[src/rtl/uart_fifo_core_if.sv]
// uart_fifo_core_if: byte-stream bundle between the UART core and user logic.
// master = user side (drives TX bytes, accepts RX bytes), slave = the core.
interface uart_fifo_core_if #(
    parameter int DATA_BITS = 8
);
    logic [DATA_BITS-1:0] tx_data;
    logic                 tx_valid;
    logic                 tx_ready;
    logic [DATA_BITS-1:0] rx_data;
    logic                 rx_valid;
    logic                 rx_ready;
    logic                 rx_frame_err;
    logic                 rx_overrun;
    logic                 rx_parity_err;

    modport master (
        output tx_data, tx_valid, rx_ready,
        input  tx_ready, rx_data, rx_valid, rx_frame_err, rx_overrun, rx_parity_err
    );

    modport slave (
        input  tx_data, tx_valid, rx_ready,
        output tx_ready, rx_data, rx_valid, rx_frame_err, rx_overrun, rx_parity_err
    );
endinterface

[src/rtl/uart_fifo_core.sv]
// uart_fifo_core: full-duplex UART with TX/RX FIFOs behind a valid/ready bus.
// Optional parity bit is compiled in with the macro UART_PARITY_EN; without it
// no parity bit is sent or expected and rx_parity_err stays low.
module uart_fifo_core #(
    parameter int CLK_HZ     = 27000000,
    parameter int BAUD       = 115200,
    parameter int DATA_BITS  = 8,
    parameter int TX_DEPTH   = 16,
    parameter int RX_DEPTH   = 16,
    parameter bit PARITY_ODD = 1'b0
) (
    input  logic            clk,
    input  logic            reset_n,
    input  logic            uart_rx,
    output logic            uart_tx,
    uart_fifo_core_if.slave bus
);
    localparam int DIV  = CLK_HZ / BAUD;
    localparam int CW   = $clog2(DIV);
    localparam int BW   = $clog2(DATA_BITS);
    localparam int TAW  = $clog2(TX_DEPTH);
    localparam int RAW  = $clog2(RX_DEPTH);
`ifdef UART_PARITY_EN
    localparam bit PAR_EN = 1'b1;
`else
    localparam bit PAR_EN = 1'b0;
`endif

    typedef enum logic [2:0] {
        S_IDLE, S_START, S_DATA, S_PARITY, S_STOP, S_BREAK
    } state_t;

    // ---------------------------------------------------------------- TX FIFO
    logic [DATA_BITS-1:0] tx_mem [TX_DEPTH];
    logic [TAW-1:0]       tx_wr_q, tx_rd_q;
    logic [TAW:0]         tx_cnt_q;
    logic                 tx_push, tx_pop;
    logic [DATA_BITS-1:0] tx_head;

    assign bus.tx_ready = (tx_cnt_q != (TAW+1)'(TX_DEPTH));
    assign tx_push      = bus.tx_valid && bus.tx_ready;
    assign tx_head      = tx_mem[tx_rd_q];

    // TX storage: written on push, no reset needed for the data itself
    always_ff @(posedge clk) begin
        if (tx_push) tx_mem[tx_wr_q] <= bus.tx_data;
    end

    // TX pointers and fill level
    always_ff @(posedge clk) begin
        if (!reset_n) begin
            tx_wr_q  <= '0;
            tx_rd_q  <= '0;
            tx_cnt_q <= '0;
        end else begin
            if (tx_push) tx_wr_q <= tx_wr_q + 1'b1;
            if (tx_pop)  tx_rd_q <= tx_rd_q + 1'b1;
            tx_cnt_q <= tx_cnt_q + (TAW+1)'(tx_push) - (TAW+1)'(tx_pop);
        end
    end

    // ---------------------------------------------------------------- TX FSM
    state_t               tx_state_q, tx_state_d;
    logic [CW-1:0]        tx_tick_q, tx_tick_d;
    logic [BW-1:0]        tx_bit_q, tx_bit_d;
    logic [DATA_BITS-1:0] tx_byte_q, tx_byte_d;
    logic                 tx_line_q, tx_line_d;
    logic                 tx_bit_end;

    assign tx_bit_end = (tx_tick_q == CW'(DIV - 1));
    assign uart_tx    = tx_line_q;

    // TX state register; line returns high immediately on reset
    always_ff @(posedge clk) begin
        if (!reset_n) begin
            tx_state_q <= S_IDLE;
            tx_tick_q  <= '0;
            tx_bit_q   <= '0;
            tx_byte_q  <= '0;
            tx_line_q  <= 1'b1;
        end else begin
            tx_state_q <= tx_state_d;
            tx_tick_q  <= tx_tick_d;
            tx_bit_q   <= tx_bit_d;
            tx_byte_q  <= tx_byte_d;
            tx_line_q  <= tx_line_d;
        end
    end

    // TX next state: the line value for the next bit is registered at each bit boundary
    always_comb begin
        tx_state_d = tx_state_q;
        tx_tick_d  = tx_tick_q + 1'b1;
        tx_bit_d   = tx_bit_q;
        tx_byte_d  = tx_byte_q;
        tx_line_d  = tx_line_q;
        tx_pop     = 1'b0;
        unique case (tx_state_q)
            S_IDLE: begin
                tx_tick_d = '0;
                tx_line_d = 1'b1;
                if (tx_cnt_q != '0) begin
                    tx_pop     = 1'b1;
                    tx_byte_d  = tx_head;
                    tx_line_d  = 1'b0;
                    tx_state_d = S_START;
                end
            end
            S_START: begin
                if (tx_bit_end) begin
                    tx_tick_d  = '0;
                    tx_bit_d   = '0;
                    tx_line_d  = tx_byte_q[0];
                    tx_state_d = S_DATA;
                end
            end
            S_DATA: begin
                if (tx_bit_end) begin
                    tx_tick_d = '0;
                    if (tx_bit_q == BW'(DATA_BITS - 1)) begin
                        if (PAR_EN) begin
                            tx_line_d  = (^tx_byte_q) ^ PARITY_ODD;
                            tx_state_d = S_PARITY;
                        end else begin
                            tx_line_d  = 1'b1;
                            tx_state_d = S_STOP;
                        end
                    end else begin
                        tx_bit_d  = tx_bit_q + 1'b1;
                        tx_line_d = tx_byte_q[tx_bit_q + 1'b1];
                    end
                end
            end
            S_PARITY: begin
                if (tx_bit_end) begin
                    tx_tick_d  = '0;
                    tx_line_d  = 1'b1;
                    tx_state_d = S_STOP;
                end
            end
            S_STOP: begin
                if (tx_bit_end) begin
                    tx_tick_d = '0;
                    // back-to-back frames: no idle gap when more data is queued
                    if (tx_cnt_q != '0) begin
                        tx_pop     = 1'b1;
                        tx_byte_d  = tx_head;
                        tx_line_d  = 1'b0;
                        tx_state_d = S_START;
                    end else begin
                        tx_state_d = S_IDLE;
                    end
                end
            end
            default: begin
                tx_line_d  = 1'b1;
                tx_state_d = S_IDLE;
            end
        endcase
    end

    // ---------------------------------------------------------------- RX path
    logic rx_meta_q, rx_sync_q;

    // Two-flop synchroniser for the asynchronous serial input, idling high
    always_ff @(posedge clk) begin
        if (!reset_n) begin
            rx_meta_q <= 1'b1;
            rx_sync_q <= 1'b1;
        end else begin
            rx_meta_q <= uart_rx;
            rx_sync_q <= rx_meta_q;
        end
    end

    logic [DATA_BITS-1:0] rx_mem [RX_DEPTH];
    logic [RAW-1:0]       rx_wr_q, rx_rd_q, rx_rd_d;
    logic [RAW:0]         rx_cnt_q;
    logic [DATA_BITS-1:0] rx_data_q;
    logic                 rx_push, rx_pop, rx_valid, rx_full;

    state_t               rx_state_q, rx_state_d;
    logic [CW-1:0]        rx_tick_q, rx_tick_d;
    logic [BW-1:0]        rx_bit_q, rx_bit_d;
    logic [DATA_BITS-1:0] rx_byte_q, rx_byte_d;
    logic                 rx_par_bad_q, rx_par_bad_d;
    logic                 rx_frame_q, rx_frame_d;
    logic                 rx_over_q, rx_over_d;
    logic                 rx_perr_q, rx_perr_d;

    assign rx_valid          = (rx_cnt_q != '0);
    assign rx_full           = (rx_cnt_q == (RAW+1)'(RX_DEPTH));
    assign rx_pop            = rx_valid && bus.rx_ready;
    assign rx_rd_d           = rx_pop ? rx_rd_q + 1'b1 : rx_rd_q;
    assign bus.rx_valid      = rx_valid;
    assign bus.rx_data       = rx_data_q;
    assign bus.rx_frame_err  = rx_frame_q;
    assign bus.rx_overrun    = rx_over_q;
    assign bus.rx_parity_err = rx_perr_q;

    // RX storage with registered head; a write landing on the new head is forwarded
    always_ff @(posedge clk) begin
        if (rx_push) rx_mem[rx_wr_q] <= rx_byte_q;
        rx_data_q <= (rx_push && (rx_wr_q == rx_rd_d)) ? rx_byte_q : rx_mem[rx_rd_d];
    end

    // RX pointers, fill level and error pulse registers
    always_ff @(posedge clk) begin
        if (!reset_n) begin
            rx_wr_q    <= '0;
            rx_rd_q    <= '0;
            rx_cnt_q   <= '0;
            rx_frame_q <= 1'b0;
            rx_over_q  <= 1'b0;
            rx_perr_q  <= 1'b0;
        end else begin
            if (rx_push) rx_wr_q <= rx_wr_q + 1'b1;
            rx_rd_q    <= rx_rd_d;
            rx_cnt_q   <= rx_cnt_q + (RAW+1)'(rx_push) - (RAW+1)'(rx_pop);
            rx_frame_q <= rx_frame_d;
            rx_over_q  <= rx_over_d;
            rx_perr_q  <= rx_perr_d;
        end
    end

    // RX state register
    always_ff @(posedge clk) begin
        if (!reset_n) begin
            rx_state_q   <= S_IDLE;
            rx_tick_q    <= '0;
            rx_bit_q     <= '0;
            rx_byte_q    <= '0;
            rx_par_bad_q <= 1'b0;
        end else begin
            rx_state_q   <= rx_state_d;
            rx_tick_q    <= rx_tick_d;
            rx_bit_q     <= rx_bit_d;
            rx_byte_q    <= rx_byte_d;
            rx_par_bad_q <= rx_par_bad_d;
        end
    end

    // RX next state: mid-bit sampling, byte delivery and error classification at stop
    always_comb begin
        rx_state_d   = rx_state_q;
        rx_tick_d    = rx_tick_q + 1'b1;
        rx_bit_d     = rx_bit_q;
        rx_byte_d    = rx_byte_q;
        rx_par_bad_d = rx_par_bad_q;
        rx_push      = 1'b0;
        rx_frame_d   = 1'b0;
        rx_over_d    = 1'b0;
        rx_perr_d    = 1'b0;
        unique case (rx_state_q)
            S_IDLE: begin
                rx_tick_d    = '0;
                rx_par_bad_d = 1'b0;
                if (!rx_sync_q) rx_state_d = S_START;
            end
            S_START: begin
                if (rx_tick_q == CW'(DIV / 2 - 1)) begin
                    rx_tick_d  = '0;
                    rx_bit_d   = '0;
                    // a line already back high mid-start-bit was only a glitch
                    rx_state_d = rx_sync_q ? S_IDLE : S_DATA;
                end
            end
            S_DATA: begin
                if (rx_tick_q == CW'(DIV - 1)) begin
                    rx_tick_d = '0;
                    rx_byte_d = {rx_sync_q, rx_byte_q[DATA_BITS-1:1]};
                    if (rx_bit_q == BW'(DATA_BITS - 1)) begin
                        rx_state_d = PAR_EN ? S_PARITY : S_STOP;
                    end else begin
                        rx_bit_d = rx_bit_q + 1'b1;
                    end
                end
            end
            S_PARITY: begin
                if (rx_tick_q == CW'(DIV - 1)) begin
                    rx_tick_d    = '0;
                    rx_par_bad_d = PAR_EN && (rx_sync_q != ((^rx_byte_q) ^ PARITY_ODD));
                    rx_state_d   = S_STOP;
                end
            end
            S_STOP: begin
                if (rx_tick_q == CW'(DIV - 1)) begin
                    rx_tick_d = '0;
                    rx_perr_d = rx_par_bad_q;
                    if (rx_sync_q) begin
                        rx_state_d = S_IDLE;
                        if (!rx_par_bad_q) begin
                            // a pop in the same cycle frees the slot of a full FIFO
                            if (rx_full && !rx_pop) rx_over_d = 1'b1;
                            else                    rx_push   = 1'b1;
                        end
                    end else begin
                        rx_frame_d = 1'b1;
                        rx_state_d = S_BREAK;
                    end
                end
            end
            S_BREAK: begin
                // wait out a break condition before hunting for the next start bit
                rx_tick_d = '0;
                if (rx_sync_q) rx_state_d = S_IDLE;
            end
            default: begin
                rx_tick_d  = '0;
                rx_state_d = S_IDLE;
            end
        endcase
    end
endmodule

[src/flat_wrapper.sv]
// flat-port wrapper written by rule: the top's interface ports become plain ports
module uart_fifo_core_flat 
#(
    parameter int CLK_HZ     = 27000000,
    parameter int BAUD       = 115200,
    parameter int DATA_BITS  = 8,
    parameter int TX_DEPTH   = 16,
    parameter int RX_DEPTH   = 16,
    parameter bit PARITY_ODD = 1'b0
)
  (clk, reset_n, uart_rx, uart_tx, bus_tx_data, bus_tx_valid, bus_rx_ready, bus_tx_ready, bus_rx_data, bus_rx_valid, bus_rx_frame_err, bus_rx_overrun, bus_rx_parity_err);
  uart_fifo_core_if #(.DATA_BITS(DATA_BITS)) bus_i ();
  input  logic clk;
  input  logic reset_n;
  input  logic uart_rx;
  output logic uart_tx;
  input wire logic [$bits(bus_i.tx_data)-1:0] bus_tx_data;
  input wire logic [$bits(bus_i.tx_valid)-1:0] bus_tx_valid;
  input wire logic [$bits(bus_i.rx_ready)-1:0] bus_rx_ready;
  output wire logic [$bits(bus_i.tx_ready)-1:0] bus_tx_ready;
  output wire logic [$bits(bus_i.rx_data)-1:0] bus_rx_data;
  output wire logic [$bits(bus_i.rx_valid)-1:0] bus_rx_valid;
  output wire logic [$bits(bus_i.rx_frame_err)-1:0] bus_rx_frame_err;
  output wire logic [$bits(bus_i.rx_overrun)-1:0] bus_rx_overrun;
  output wire logic [$bits(bus_i.rx_parity_err)-1:0] bus_rx_parity_err;
  assign bus_i.tx_data = bus_tx_data;
  assign bus_i.tx_valid = bus_tx_valid;
  assign bus_i.rx_ready = bus_rx_ready;
  assign bus_tx_ready = bus_i.tx_ready;
  assign bus_rx_data = bus_i.rx_data;
  assign bus_rx_valid = bus_i.rx_valid;
  assign bus_rx_frame_err = bus_i.rx_frame_err;
  assign bus_rx_overrun = bus_i.rx_overrun;
  assign bus_rx_parity_err = bus_i.rx_parity_err;
  uart_fifo_core #(.CLK_HZ(CLK_HZ), .BAUD(BAUD), .DATA_BITS(DATA_BITS), .TX_DEPTH(TX_DEPTH), .RX_DEPTH(RX_DEPTH), .PARITY_ODD(PARITY_ODD)) u_core (.clk(clk), .reset_n(reset_n), .uart_rx(uart_rx), .uart_tx(uart_tx), .bus(bus_i));
endmodule
[config.mk]
export PLATFORM = sky130hd
export DESIGN_NAME = uart_fifo_core_flat
export DESIGN_NICKNAME = d
export VERILOG_FILES = /design/src/rtl/uart_fifo_core_if.sv /design/src/rtl/uart_fifo_core.sv /design/src/flat_wrapper.sv
export SDC_FILE = /design/constraint.sdc
export NUM_CORES = 1
export LEC_CHECK = 0
export ABC_AREA = 1
export BUFFER_PORTS_ARGS = -buffer_cell sky130_fd_sc_hd__buf_2
export CORE_UTILIZATION = 65
export DETAILED_ROUTE_END_ITERATION = 10
export GPL_TIMING_DRIVEN = 0
export PLACE_DENSITY = 0.81
export SETUP_SLACK_MARGIN = 0.15
export SYNTH_ARGS = -nofsm -noshare
export SYNTH_HDL_FRONTEND = slang
export SYNTH_SLANG_ARGS = --single-unit
[constraint.sdc]
create_clock -name clk -period 3.6 [get_ports clk]
set_input_delay 0.72 -clock clk [delete_from_list [all_inputs] [get_ports clk]]
set_output_delay 0.72 -clock clk [all_outputs]
set_load 0.02 [all_outputs]
==> impl_metrics.py, run 1 <==
metrics = {
    "pwr": {
        "p_seq_frac": 0.393,
        "pwr_density_cell_nw_per_um2": 705.7,
        "p_total_mw": 11.55,
        "leakage_nw": 6.623,
        "pwr-share-clk": 0.312,
        "ir_drop_mv": 0.4800,
        "p_sw_frac": 0.3409,
        "internal_power_mw": 7.616,
        "pwr-share-comb": 0.295,
        "p_switching_mw": 3.939,
    },
    "clock_network": {
        "clk_path_buf_depth": 3,
        "cts.sinks": 339,
        "numCtsBuffers": 35,
        "post-cts-setup-buffers": 0,
        "cts_tree": "done",
        "insertion_delay_ns": 0.51,
        "htreeDepth": 2,
        "ctsResizeCount": 0,
        "clk_pin_slew_ns": 0.06,
        "cts_root_buf": "clkbuf_16",
        "postCtsHoldBufs": 0,
    },
    "timing": {
        "setup_viol": 0,
        "hold_viol_final": 0,
        "rsz0062_at_grt": "false",
        "slew_headroom": 0.3369,
        "setup_tns_ns": 0,
        "holdWs_ns": 0.4059,
        "finalCriticalPeriod_ns": 3.145,
        "max_clock_freq_ghz": 0.3180,
        "fin_worst_skew_ns": 0.007269,
        "maxSlewViolCount": 0,
        "post-route-period-util": 0.8736,
        "worstMarginPinSlew_ns": 0.9910,
    },
    "floorplan": {
        "fp-row-count": 54,
        "num_io_pins": 27,
        "initial_core_util": 0.6698,
        "die-area_um2": 23300,
        "die_w_um": 152.7,
        "die_h_um": 152.7,
        "coreArea_um2": 22030,
    },
    "worst_setup_path": {
        "critPathCaptureType": "output pin",
        "critPathLaunchType": "flop",
        "path_max_fanout": 10,
        "cp.required_ns": 2.88,
        "path_class": "flop to output pin",
        "crit_arrival_ns": 2.42,
    },
    "layout": {
        "nets": 1581,
        "final_cell_mix": "307 x nand2_1, 256 x edfxtp_1, 201 x inv_1",
        "mostFrequentLayoutCell": "nand2_1",
        "fill_cells": 1464,
        "drive_gt1_frac": 0.08526,
        "antenna_cells": 0,
        "syn_to_final_growth_pct": 10.99,
    },
    "synthesis": {
        "yosysUniqueCellTypes": 42,
        "synthMuxAreaShare": 0,
        "syn_area_um2": 14750,
        "async_flop_share": 0,
        "syn_avg_cell_area_um2": 10.00,
        "synth_fa_ha_area_frac": 0.02816,
        "synth_area_leaders": "edfxtp_1 52%, dfxtp_1 11%, nand2_1 7.8%",
        "synth_edf_count": 256,
        "synth_seq_cells": 339,
        "synth_flop_cell": "edfxtp_1",
        "synthCells": 1475,
        "synthXorXnorAreaFrac": 0.01069,
        "synth_top_area_frac": 0.5211,
        "synth_compound_area_frac": 0.06802,
        "synthesis.nets": 1520,
        "synth_top_family_by_area": "simple AND/OR/NAND/NOR gates",
        "ys_seq_area_frac": 0.6337,
        "yosys.area.top_type": "edfxtp_1",
        "ys_warn_count": 0,
        "synth-simple-area-share": 0.1869,
    },
    "placement": {
        "dp_hpwl_mm": 22.55,
        "port_buffers": 24,
        "gp_congestion": 0.9769,
    },
    "drt": {
        "drtIter0Drc": 1442,
        "drc": 0,
        "vias_per_cell": 5.842,
        "wl_per_cell_um": 18.68,
        "antenna_left": 0,
        "num_vias": 10750,
        "finalWirelength_mm": 34.37,
        "drtPass1Iterations": 9,
    },
    "global_routing": {
        "antenna_found_initial": 0,
        "met3_usage": 0.06314,
        "grt-ovfl-total": 0,
        "grt_max_degree": 19,
        "grt_use_met1": 0.4217,
        "busiest_layer": "met2",
        "use_met2": 0.4812,
        "grtUsageTotal": 0.3037,
        "grt_pass1_wl_mm": 53.96,
        "grt_pass1_vias": 10290,
    },
    "hold_path": {
        "hp-class": "input port to flop",
    },
    "outcome": {
        "outcome": "finished clean",
    },
    "job": {
        "cap_violations": 0,
    },
}
[Yosys cell counts, types with 8 or more instances]
cell / number
nand2_1: 307
edfxtp_1: 256
o211ai_1: 32
inv_1: 201
a21oi_1: 70
nand4_1: 8
xor2_1: 11
nor2_1: 122
dfxtp_1: 83
ha_1: 30
nand3_1: 169
buf_2: 20
o21ai_0: 59
clkbuf_1: 31
inv_2: 8
[worst max-delay path, stage by stage (launching register included)]
cell and delay, ns:
dfxtp_1 0.35, buf_2 0.24, clkbuf_1 0.50, nand2_1 0.13
o211ai_1 0.12, nand3_1 0.22, nand3_1 0.16, nand2_1 0.05
buf_2 0.15
[cell families after synthesis]
logic type               Yosys count
AND/OR/NAND/NOR                  637
flip-flops                       339
buffers and inverters            272
AO/OA/AOI/OAI                    176
adder cells (fa/ha/maj)           32
XOR/XNOR                          18
other                              1
[power by group through the flow]
stage          clock [mW]  sequential, mW  combinational (mW)
6_report             3.61            4.54                3.41
5_1_grt              3.79            4.56                3.77
4_1_cts              3.63            4.54                3.33
3_5_place_dp            0            4.62                3.28
3_3_place_gp            0            4.61                3.19
2_1_floorplan           0            4.58                2.33
[state kept, by name (all words and copies together) (netlist names), 5 cells and up, named ones only]
register          cells
u_core.rx_byte_q      8
u_core.tx_tick_q      8
u_core.tx_mem       128
u_core.tx_byte_q      8
u_core.rx_mem       128
u_core.rx_tick_q      8
u_core.rx_cnt_q       5
u_core.tx_cnt_q       5
[per-layer routing]
metal  share of wire  vias up  wire, µm
met4           0.032        0      1105
met5               0        -         0
met3            0.10      108      3597
li1                -     5021         -
met2            0.46      581     15960
met1            0.40     5040     13700
[per-stage QoR]
stage	worst slack, ns	instances	area (µm²)	utilization
floorplan	1.145	1475	14750	-
global route	0.3001	1840	16370	0.7434
CTS	0.5496	1840	16370	0.7434
global placement	0.9198	1779	15220	0.6912
finish	0.4551	1840	16370	0.7434
detailed placement	0.9045	1779	15220	0.6912
[cell type report]
class	instances	area [µm²]	area share
Buffer	61	272.8	0.01666
Clock buffer	44	962.2	0.05876
Clock inverter	17	188.9	0.01154
Inverter	211	793.3	0.04844
Multi-Input combinational cell	864	4338	0.2649
Sequential cell	339	9349	0.5709
Tap cell	280	350.3	0.02140
Timing Repair Buffer	24	120.1	0.007335
[path summary, 6_finish.rpt]
path | start | end | slack [ns] | depth (start not counted)
setup reg to reg | u_core.tx_tick_q[0] | u_core.tx_cnt_q[4] | 0.90 | 13
hold / removal | uart_rx | u_core.rx_meta_q | 0.41 | 2
setup / recovery | flop | bus_rx_data[2] | 0.46 | 8
hold reg to reg | u_core.rx_meta_q | u_core.rx_sync_q | 0.42 | 1
(Power assumes the default switching activity.)
==> inputs of run 2 (changes only) <==
Settings changed: CELL_PAD_IN_SITES_DETAIL_PLACEMENT from default to 1, CELL_PAD_IN_SITES_GLOBAL_PLACEMENT from default to 1, CORE_UTILIZATION 65 to 54, CTS_CLUSTER_SIZE from default to 16, PLACE_DENSITY 0.81 to 0.84.
==> run 2 against run 1 <==
Fmax shrank 3.8%. Combinational power grew 5.9%. Clock skew grew 0.021 ns. Hold slack lost 0.0022 ns. Final cell count grew 3.5%. First-iteration DRC count shrank 25%. Global-route usage grew 0.67 points. Core utilization shrank 13 points. Total power grew 1.8%. Clock-buffer cell count grew 5. Critical path type unchanged. Highest routed layer unchanged.
==> impl_metrics.py, run 2 (synthesis results as in run 1) <==
metrics = {
    "drt": {
        "drtPass1Iterations": 5,
        "drtIter0Drc": 1081,
        "vias_per_cell": 5.820,
        "drc": 0,
        "finalWirelength_mm": 42.85,
        "wl_per_cell_um": 22.51,
        "num_vias": 11080,
        "antenna_left": 0,
    },
    "placement": {
        "port_buffers": 24,
        "gp_congestion": 0.9967,
        "place_ws_ns": 0.8099,
        "placed_area_um2": 15300,
        "dp_hpwl_mm": 28.42,
        "place_inst": 1840,
    },
    "global_routing": {
        "grtUsageTotal": 0.3104,
        "antenna_found_initial": 0,
        "grt_pass1_wl_mm": 65.54,
        "grt_pass1_vias": 11820,
        "grt-ovfl-total": 0,
        "grt_max_degree": 19,
    },
    "worst_setup_path": {
        "critPathMaxStageDelay_ns": 0.49,
        "critPathLaunchType": "flop",
        "cp.required_ns": 2.88,
        "path_max_fanout": 10,
        "critPathCaptureType": "output pin",
        "path_class": "flop to output pin",
        "crit_chain": "buf_2, clkbuf_1, nand2_1, o211ai_1, nand3_1, nand3_1, nand2_1, buf_2",
        "critPathSlowestCell": "clkbuf_1",
        "r2r_cells": 14,
        "crit_arrival_ns": 2.55,
    },
    "pwr": {
        "p_switching_mw": 4.244,
        "pwr_density_cell_nw_per_um2": 716.4,
        "pwr-share-clk": 0.306,
        "ir_drop_mv": 0.4560,
        "p_seq_frac": 0.387,
        "p_sw_frac": 0.3608,
        "pwr-share-comb": 0.307,
        "leakage_nw": 6.614,
        "internal_power_mw": 7.518,
        "p_total_mw": 11.76,
    },
    "timing": {
        "finalCriticalPeriod_ns": 3.270,
        "layout_setup_ws_ns": 0.3295,
        "hold_viol_final": 0,
        "setup_viol": 0,
        "holdWs_ns": 0.4037,
        "max_clock_freq_ghz": 0.3058,
        "maxSlewViolCount": 0,
        "worstMarginPinSlew_ns": 1.026,
        "fin_worst_skew_ns": 0.02825,
        "post-route-period-util": 0.9085,
        "setup_tns_ns": 0,
        "rsz0062_at_grt": "false",
        "slew_headroom": 0.3133,
    },
    "floorplan": {
        "num_io_pins": 27,
        "initial_core_util": 0.5489,
        "die_w_um": 167.3,
        "die_h_um": 167.3,
        "coreArea_um2": 26880,
        "die-area_um2": 27990,
        "fp-row-count": 60,
    },
    "layout": {
        "drive_gt1_frac": 0.08509,
        "mostFrequentLayoutCell": "nand2_1",
        "instances_no_fill": 1904,
        "antenna_cells": 0,
        "nets": 1582,
        "final_area_um2": 16420,
        "syn_to_final_growth_pct": 11.29,
        "top_regs": "u_core.rx_mem x128, u_core.tx_mem x128",
        "final_cell_mix": "307 x nand2_1, 256 x edfxtp_1, 201 x inv_1",
        "final_util": 0.6109,
    },
    "clock_network": {
        "ctsResizeCount": 0,
        "numCtsBuffers": 36,
        "htreeDepth": 2,
        "clk_pin_slew_ns": 0.06,
        "cts.sinks": 339,
        "insertion_delay_ns": 0.54,
        "postCtsHoldBufs": 0,
        "cts_root_buf": "clkbuf_16",
        "post-cts-setup-buffers": 0,
        "clk_path_buf_depth": 3,
        "cts_tree": "done",
    },
    "outcome": {
        "outcome": "finished clean",
    },
    "job": {
        "cap_violations": 0,
    },
    "hold_path": {
        "hp-class": "input port to flop",
        "hold_path_depth": 2,
    },
}
==> run 2: changes by cell type in the layout (fill, tap and decap cells not counted) <==
cell,change
inv_6,+2
clkbuf_1,+4
bufinv_16,-2
clkinv_2,+2
clkinv_4,-2
clkinv_1,-1
clkbuf_8,+1
clkinvlp_4,-1
==> run 2: layout make-up <==
cell class	instances	area (µm²)
well taps	341	426.7
clock buffers	49	991.0
repair buffers	24	120.1
flip-flops and latches	339	9349
multi-input cells	864	4338
inverters	211	793.3
plain buffers	61	272.8
fillers	2967	10460
clock inverters	15	127.6
==> run 2: layer usage <==
layer  vias to the layer above  track usage  part of all wire
met5                         -            0                 0
met4                         0       0.1272             0.038
met3                       130      0.06027             0.073
met2                       446       0.5299              0.49
met1                      5479       0.3878              0.40
li1                       5027            -                 -
==> run 2: worst paths after layout <==
path / end / slack (ns) / startpoint
hold reg to reg: u_core.rx_sync_q / 0.42 / u_core.rx_meta_q
setup / recovery: bus_rx_data[3] / 0.33 / flop
setup reg to reg: u_core.tx_cnt_q[4] / 0.59 / u_core.tx_state_q[0]
hold / removal: u_core.rx_meta_q / 0.40 / uart_rx
==> run 2: critical path, delay by kind of cell, from the launching register on <==
kind / cells / cell delay [ns]
compound gates: 1 / 0.15
buf+inv: 3 / 0.90
flops: 1 / 0.36
simple gates: 4 / 0.59
==> run 2: power groups by stage <==
stage / Combinational [mW] / Sequential, mW / Clock [mW]
finish: 3.61 / 4.55 / 3.59
global route: 3.94 / 4.57 / 3.74
CTS: 3.57 / 4.55 / 3.62
detailed placement: 3.47 / 4.63 / 0
global placement: 3.27 / 4.61 / 0
floorplan: 2.33 / 4.58 / 0
